[src/rtl/bitstream_self_writer.sv]
// bitstream_self_writer: streams a bitstream byte image out of a synchronous
// byte ROM. It packs each group of 4 bytes big-endian into a 32-bit word and
// presents the word on SelfWriteData. SelfWriteStrobe is pulsed for one cycle
// with PRE_STROBE cycles of setup before it and POST_STROBE cycles of hold after.
// Optional feature: define BITSTREAM_CHECKSUM_EN to add a 32-bit running sum of
// the strobed words on the checksum port.
`timescale 1ns/1ps

module bitstream_self_writer #(
  parameter int ADDR_W      = 14,
  parameter int START_DELAY = 20,
  parameter int PRE_STROBE  = 2,
  parameter int POST_STROBE = 2
) (
  input  logic              CLK,
  input  logic              reset,
  input  logic              start,
  input  logic [ADDR_W:0]   len_bytes,
  output logic              rom_rd_en,
  output logic [ADDR_W-1:0] rom_addr,
  input  logic [7:0]        rom_data,
  output logic [31:0]       SelfWriteData,
  output logic              SelfWriteStrobe,
  output logic              busy,
  output logic              done,
  output logic [ADDR_W-2:0] words_written
`ifdef BITSTREAM_CHECKSUM_EN
  ,
  output logic [31:0]       checksum
`endif
);

  localparam int CNT_W = 16;
  localparam logic [ADDR_W:0] MAX_LEN = {1'b1, {ADDR_W{1'b0}}};

  typedef enum logic [2:0] {
    S_IDLE, S_DELAY, S_FETCH, S_SETUP, S_STROBE, S_GAP, S_DONE
  } state_t;

  // Images longer than the ROM address space are truncated to the full ROM.
  function automatic logic [ADDR_W:0] clamp_len(input logic [ADDR_W:0] len);
    if (len > MAX_LEN) begin
      return MAX_LEN;
    end else begin
      return len;
    end
  endfunction

  state_t              state_q, state_d;
  logic [CNT_W-1:0]    cnt_q, cnt_d;
  logic [ADDR_W:0]     base_q, base_d;
  logic [ADDR_W:0]     len_q, len_d;
  logic [31:0]         word_q, word_d;
  logic [31:0]         data_q, data_d;
  logic                strobe_q, strobe_d;
  logic                rd_en_q, rd_en_d;
  logic [ADDR_W-1:0]   addr_q, addr_d;
  logic                busy_q, busy_d;
  logic                done_q, done_d;
  logic [ADDR_W-2:0]   wcnt_q, wcnt_d;

  logic                accept_s;
  logic [ADDR_W:0]     len_in_s;
  logic [1:0]          fetch_idx_s;
  logic [ADDR_W:0]     byte_addr_s;
  logic [7:0]          byte_s;
  logic                last_word_s;
  state_t              gap_state_s;
  logic [ADDR_W:0]     gap_base_s;
  logic [ADDR_W:0]     rd_addr_s;

  assign accept_s    = start && ((state_q == S_IDLE) || (state_q == S_DONE));
  assign len_in_s    = clamp_len(len_bytes);
  // In FETCH, cnt_q = 1..4 means the byte read on the previous cycle is on rom_data.
  assign fetch_idx_s = cnt_q[1:0] - 2'd1;
  assign byte_addr_s = base_q + {{(ADDR_W-1){1'b0}}, fetch_idx_s};
  assign byte_s      = (byte_addr_s < len_q) ? rom_data : 8'h00;
  assign last_word_s = (base_q + {{(ADDR_W-2){1'b0}}, 3'd4}) >= len_q;
  assign gap_state_s = last_word_s ? S_DONE : S_FETCH;
  assign gap_base_s  = last_word_s ? base_q : (base_q + {{(ADDR_W-2){1'b0}}, 3'd4});

  // Sequencer next-state, byte packing and word-count logic.
  always_comb begin
    state_d = state_q;
    cnt_d   = cnt_q;
    base_d  = base_q;
    len_d   = len_q;
    word_d  = word_q;
    data_d  = data_q;
    wcnt_d  = wcnt_q;
    case (state_q)
      S_IDLE, S_DONE: begin
        if (accept_s) begin
          len_d  = len_in_s;
          base_d = {(ADDR_W+1){1'b0}};
          cnt_d  = {CNT_W{1'b0}};
          wcnt_d = {(ADDR_W-1){1'b0}};
          if (len_in_s == {(ADDR_W+1){1'b0}}) begin
            state_d = S_DONE;
          end else if (START_DELAY == 0) begin
            state_d = S_FETCH;
          end else begin
            state_d = S_DELAY;
          end
        end else begin
          state_d = state_q;
        end
      end
      S_DELAY: begin
        if (cnt_q == CNT_W'(START_DELAY - 1)) begin
          state_d = S_FETCH;
          cnt_d   = {CNT_W{1'b0}};
        end else begin
          cnt_d = cnt_q + CNT_W'(1);
        end
      end
      S_FETCH: begin
        if (cnt_q != {CNT_W{1'b0}}) begin
          word_d = {word_q[23:0], byte_s};
        end else begin
          word_d = word_q;
        end
        if (cnt_q == CNT_W'(4)) begin
          data_d  = {word_q[23:0], byte_s};
          cnt_d   = {CNT_W{1'b0}};
          state_d = S_SETUP;
        end else begin
          cnt_d = cnt_q + CNT_W'(1);
        end
      end
      S_SETUP: begin
        if (cnt_q == CNT_W'(PRE_STROBE - 1)) begin
          state_d = S_STROBE;
          cnt_d   = {CNT_W{1'b0}};
          wcnt_d  = wcnt_q + (ADDR_W-1)'(1);
        end else begin
          cnt_d = cnt_q + CNT_W'(1);
        end
      end
      S_STROBE: begin
        cnt_d = {CNT_W{1'b0}};
        if (POST_STROBE == 0) begin
          state_d = gap_state_s;
          base_d  = gap_base_s;
        end else begin
          state_d = S_GAP;
        end
      end
      S_GAP: begin
        if (cnt_q == CNT_W'(POST_STROBE - 1)) begin
          state_d = gap_state_s;
          base_d  = gap_base_s;
          cnt_d   = {CNT_W{1'b0}};
        end else begin
          cnt_d = cnt_q + CNT_W'(1);
        end
      end
      default: begin
        state_d = S_IDLE;
        cnt_d   = {CNT_W{1'b0}};
      end
    endcase
  end

  // Output decode from the next state so every port comes straight off a flop.
  always_comb begin
    rd_addr_s = base_d + {{(ADDR_W-1){1'b0}}, cnt_d[1:0]};
    rd_en_d   = (state_d == S_FETCH) && (cnt_d < CNT_W'(4)) && (rd_addr_s < len_d);
    if (rd_en_d) begin
      addr_d = rd_addr_s[ADDR_W-1:0];
    end else begin
      addr_d = addr_q;
    end
    strobe_d = (state_d == S_STROBE);
    busy_d   = (state_d == S_DELAY) || (state_d == S_FETCH) || (state_d == S_SETUP) ||
               (state_d == S_STROBE) || (state_d == S_GAP);
    done_d   = (state_d == S_DONE);
  end

  // State and output registers; reset drops every output to 0 immediately.
  always_ff @(posedge CLK or posedge reset) begin
    if (reset) begin
      state_q  <= S_IDLE;
      cnt_q    <= {CNT_W{1'b0}};
      base_q   <= {(ADDR_W+1){1'b0}};
      len_q    <= {(ADDR_W+1){1'b0}};
      word_q   <= 32'h0000_0000;
      data_q   <= 32'h0000_0000;
      strobe_q <= 1'b0;
      rd_en_q  <= 1'b0;
      addr_q   <= {ADDR_W{1'b0}};
      busy_q   <= 1'b0;
      done_q   <= 1'b0;
      wcnt_q   <= {(ADDR_W-1){1'b0}};
    end else begin
      state_q  <= state_d;
      cnt_q    <= cnt_d;
      base_q   <= base_d;
      len_q    <= len_d;
      word_q   <= word_d;
      data_q   <= data_d;
      strobe_q <= strobe_d;
      rd_en_q  <= rd_en_d;
      addr_q   <= addr_d;
      busy_q   <= busy_d;
      done_q   <= done_d;
      wcnt_q   <= wcnt_d;
    end
  end

  assign rom_rd_en       = rd_en_q;
  assign rom_addr        = addr_q;
  assign SelfWriteData   = data_q;
  assign SelfWriteStrobe = strobe_q;
  assign busy            = busy_q;
  assign done            = done_q;
  assign words_written   = wcnt_q;

`ifdef BITSTREAM_CHECKSUM_EN
  logic [31:0] checksum_q, checksum_d;

  // Running sum of strobed words, taken the cycle after each strobe.
  always_comb begin
    if (accept_s) begin
      checksum_d = 32'h0000_0000;
    end else if (strobe_q) begin
      checksum_d = checksum_q + data_q;
    end else begin
      checksum_d = checksum_q;
    end
  end

  // Checksum register.
  always_ff @(posedge CLK or posedge reset) begin
    if (reset) begin
      checksum_q <= 32'h0000_0000;
    end else begin
      checksum_q <= checksum_d;
    end
  end

  assign checksum = checksum_q;
`endif

endmodule

[config.mk]
export PLATFORM = sky130hd
export DESIGN_NAME = bitstream_self_writer
export DESIGN_NICKNAME = d
export VERILOG_FILES = /design/src/rtl/bitstream_self_writer.sv
export SDC_FILE = /design/constraint.sdc
export NUM_CORES = 1
export LEC_CHECK = 0
export BUFFER_PORTS_ARGS = -buffer_cell sky130_fd_sc_hd__buf_2
export CORE_MARGIN = 10
export CORE_UTILIZATION = 47
export DETAILED_ROUTE_END_ITERATION = 16
export PLACE_DENSITY = 0.69
export RECOVER_POWER = 100
export SLEW_MARGIN = 20
export SYNTH_ARGS = -nofsm -noshare
export SYNTH_HDL_FRONTEND = slang
export SYNTH_SLANG_ARGS = --single-unit
[constraint.sdc]
create_clock -name CLK -period 6.5 [get_ports CLK]
set_input_delay 0.65 -clock CLK [delete_from_list [all_inputs] [get_ports CLK]]
set_output_delay 0.65 -clock CLK [all_outputs]
set_load 0.02 [all_outputs]
==> flow_summary.ini <==
[status]
outcome = finished, violations left
violations = capacitance limit, slew limit

[synth]
ys_types = 76
ys_warn_count = 0
ys.flop_type = dfrtp_1
synth_compound_area_share_pct = 14.53
synth_top_family_by_area = simple AND/OR/NAND/NOR gates
synth_edf_count = 0
synth_fa_ha_area_share_pct = 8.227
postSynthCellCount = 928
async_reset_ff_share_pct = 100.0
synth_top_area_share_pct = 40.54
netlist_area_mm2 = 0.008396
ys_seq_area_share_pct = 40.54
synth_xor_area_share_pct = 5.320
synth_fp_nets = 1008
synth_area_per_cell_um2 = 9.047
yosysTopAreaCell = dfrtp_1
synth-seq-cells = 136
yosys-mux-area-fraction_pct = 4.143
synth_area_leaders = dfrtp_1, ha_1, nand2_1, mux2_2, a21oi_1
synth-simple-area-share_pct = 22.16

[job]
drv_cap = 4

[cells_and_area]
area.growth.synth_to_final_pct = 16.26
layout-drive-gt1-share_pct = 12.03
final_nets = 1098
antenna_cells = 0
final_common_cell = nand2_1
layout_common_cells = nand2_1, dfrtp_1, clkbuf_1

[worst_setup_path]
crit_slowest_cell = dfrtp_1
critPathArrivalTime_ns = 6.43
crit_path_max_incr_delay_ns = 0.51
worstPathCellList = nand4_1, nor2_1, nand2_1, xnor2_1, ha_1, and4_1, and4_1, a211o_1, nor4_2, o2bb2a_1, nand4_1, nor4b_4, xor2_1, ha_1, a21o_1, a21o_1, a21oi_2, o2111a_1, nand4_1, nor3_4, buf_12, mux2_2
worstSetupEndpoint = rom_addr[11]
timing.rr.end = rom_addr[11]
crit_type = flip-flop to flip-flop
cp.required_ns = 6.81
cp-startpoint = base_q[6]
crit_path_start_kind = flip-flop
r2r_cells = 22
critical-path-top-cell-by-count = nand4_1
endpoint_kind = flip-flop
r2r_slack_ns = 0.38
crit_fanout = 14
r2r-start = base_q[6]

[placement]
dpl.hpwl_um = 16310
place_congestion = 0.9040
dpl_worst_slack_ns = 0.1254
io_buffer_count = 88

[floorplan]
dieHeight_um = 153.7
ios = 89
row_count = 48
dieWidth_um = 153.7
core_area_mm2 = 0.01742
dieArea_mm2 = 0.02361
initial_core_util_pct = 48.20

[timing]
slew_viol_final = 229
finalCriticalPeriod_ns = 6.117
layout_setup_ws_ns = 0.3828
finalCritPeriodShare_pct = 94.11
setup-violations-final = 0
fin_skew_ns = 0.009626
fmax_mhz = 163.5
hold_viol_final = 0
tightest_slew_ns = 2.672
max-slew-margin-rel_pct = -79.11
tns_ns = 0

[routing]
drc = 0
post_drt_wl_per_cell_um = 17.59
wl_um = 22100
first_iter_violations = 463
via_per_inst = 5.764
final_antenna_net_count = 0
vias = 7239
first_pass_iters = 6

[clock_tree]
clk_latency_ns = 0.43
ctsLongestPathBuffers = 2
numCtsBuffers = 17
root_buffer = clkbuf_16
cts_tree = yes
clk_pin_slew_ns = 0.06
htree_levels = 4
postCtsSetupRepairBufs = 0
ctsHoldBuffers = 0
clkSinkCount = 136

[power_and_ir_drop]
p_seq_share_pct = 41.4
switching_power_mw = 0.4628
peakVddDrop_v = 0.0001959
switching_share_pct = 22.20
combPwrFrac_pct = 4.9
clkPwrFrac_pct = 53.7
totalPowerFinal_mw = 2.085
p_leak_nw = 4.547
power_density_mw_per_mm2 = 213.6
p_int_mw = 1.622

[global_routing]
first_global_vias = 6946
antenna_found_initial = 0
grt_pass1_wl_um = 36230
grtUsageTotal_pct = 18.56
grt_max_degree = 76
grt_overflow = 0

[worst_hold_path]
hold_class = flip-flop to flip-flop
min_path_cells = 2
==> critical path: cells and delay by family (launching register included) <==
family | cells | cell delay [ns]
flops | 1 | 0.51
simple gates | 10 | 2.52
compound gates | 6 | 1.41
fa+ha+maj | 2 | 0.57
mux | 1 | 0.34
buf+inv | 1 | 0.17
xor+xnor | 2 | 0.43
==> power groups by stage <==
stage | sequential, mW | clock, mW | combinational (mW)
finish | 0.864 | 1.12 | 0.101
global route | 0.865 | 1.17 | 0.116
CTS | 0.863 | 1.14 | 0.103
detailed placement | 0.878 | 0 | 0.102
global placement | 0.878 | 0 | 0.101
floorplan | 0.878 | 0 | 0.0643
==> synthesized netlist by cell type, types with 20 or more instances <==
cell type  number
nor3_1         26
ha_1           52
nand2_1       145
o21ai_0        30
mux2_2         21
nor2_1         57
nand3_1        32
xor2_1         25
inv_1          61
a21oi_1        46
dfrtp_1       136
nand4_1        20
clkbuf_1       39
xnor2_1        26
==> state kept, by name (all words and copies together) (netlist names) <==
register	cells
rom_rd_en	1
SelfWriteData	32
done	1
base_q	15
busy	1
state_q	3
word_q	24
words_written	13
SelfWriteStrobe	1
rom_addr	14
len_q	15
cnt_q	16
==> final cells by class <==
class	count	area, µm²
fillers	1601	7656
flip-flops and latches	136	3405
well taps	225	281.5
inverters	63	237.7
repair buffers	117	563.0
multi-input cells	683	4593
clock inverters	14	241.5
clock buffers	18	439.2
==> how the worst min path moves through the flow <==
stage	from	end	slack [ns]
3_5_place_dp	SelfWriteData[21]	SelfWriteData[21]	0.45
2_1_floorplan	word_q[16]	SelfWriteData[24]	0.44
6_report	SelfWriteData[9]	SelfWriteData[9]	0.46
5_1_grt	SelfWriteData[21]	SelfWriteData[21]	0.49
3_3_place_gp	SelfWriteData[11]	SelfWriteData[11]	0.44
4_1_cts	reset	SelfWriteData[29]	0.29
==> cell families after synthesis <==
kind of cell / count (synthesis)
compound gates: 178
buf+inv: 109
xor+xnor: 51
mux: 31
simple gates: 369
flops: 136
fa+ha+maj: 54
==> metal layers <==
layer,GRT usage (%),vias to the layer above,share of wire (%)
met5,0,-,0
met4,5.848,0,1.6
met3,4.686,28,6.5
met2,27.87,232,44
met1,25.64,3492,47
li1,-,3487,-
==> through the flow <==
stage | instances | instance area, µm² | utilization, % | hold WS (ns)
final | 1256 | 9761 | 56.04 | 0.4602
after global routing | 1256 | 9761 | 56.04 | 0.4854
after CTS | 1256 | 9852 | 56.57 | 0.2927
after detailed placement | 1224 | 9171 | 52.66 | 0.4502
after global placement | 1224 | 9171 | 52.66 | 0.4443
after floorplan | 928 | 8396 | - | 0.4406
==> what timing repair did <==
| item | CTS | global route |
|---|---|---|
| endpoints found under the hold margin | 0 | 0 |
| gates resized for setup | 0 | 8 |
| endpoints found under the setup margin | 0 | 14 |
No activity file was read; power rests on OpenSTA's default activity.
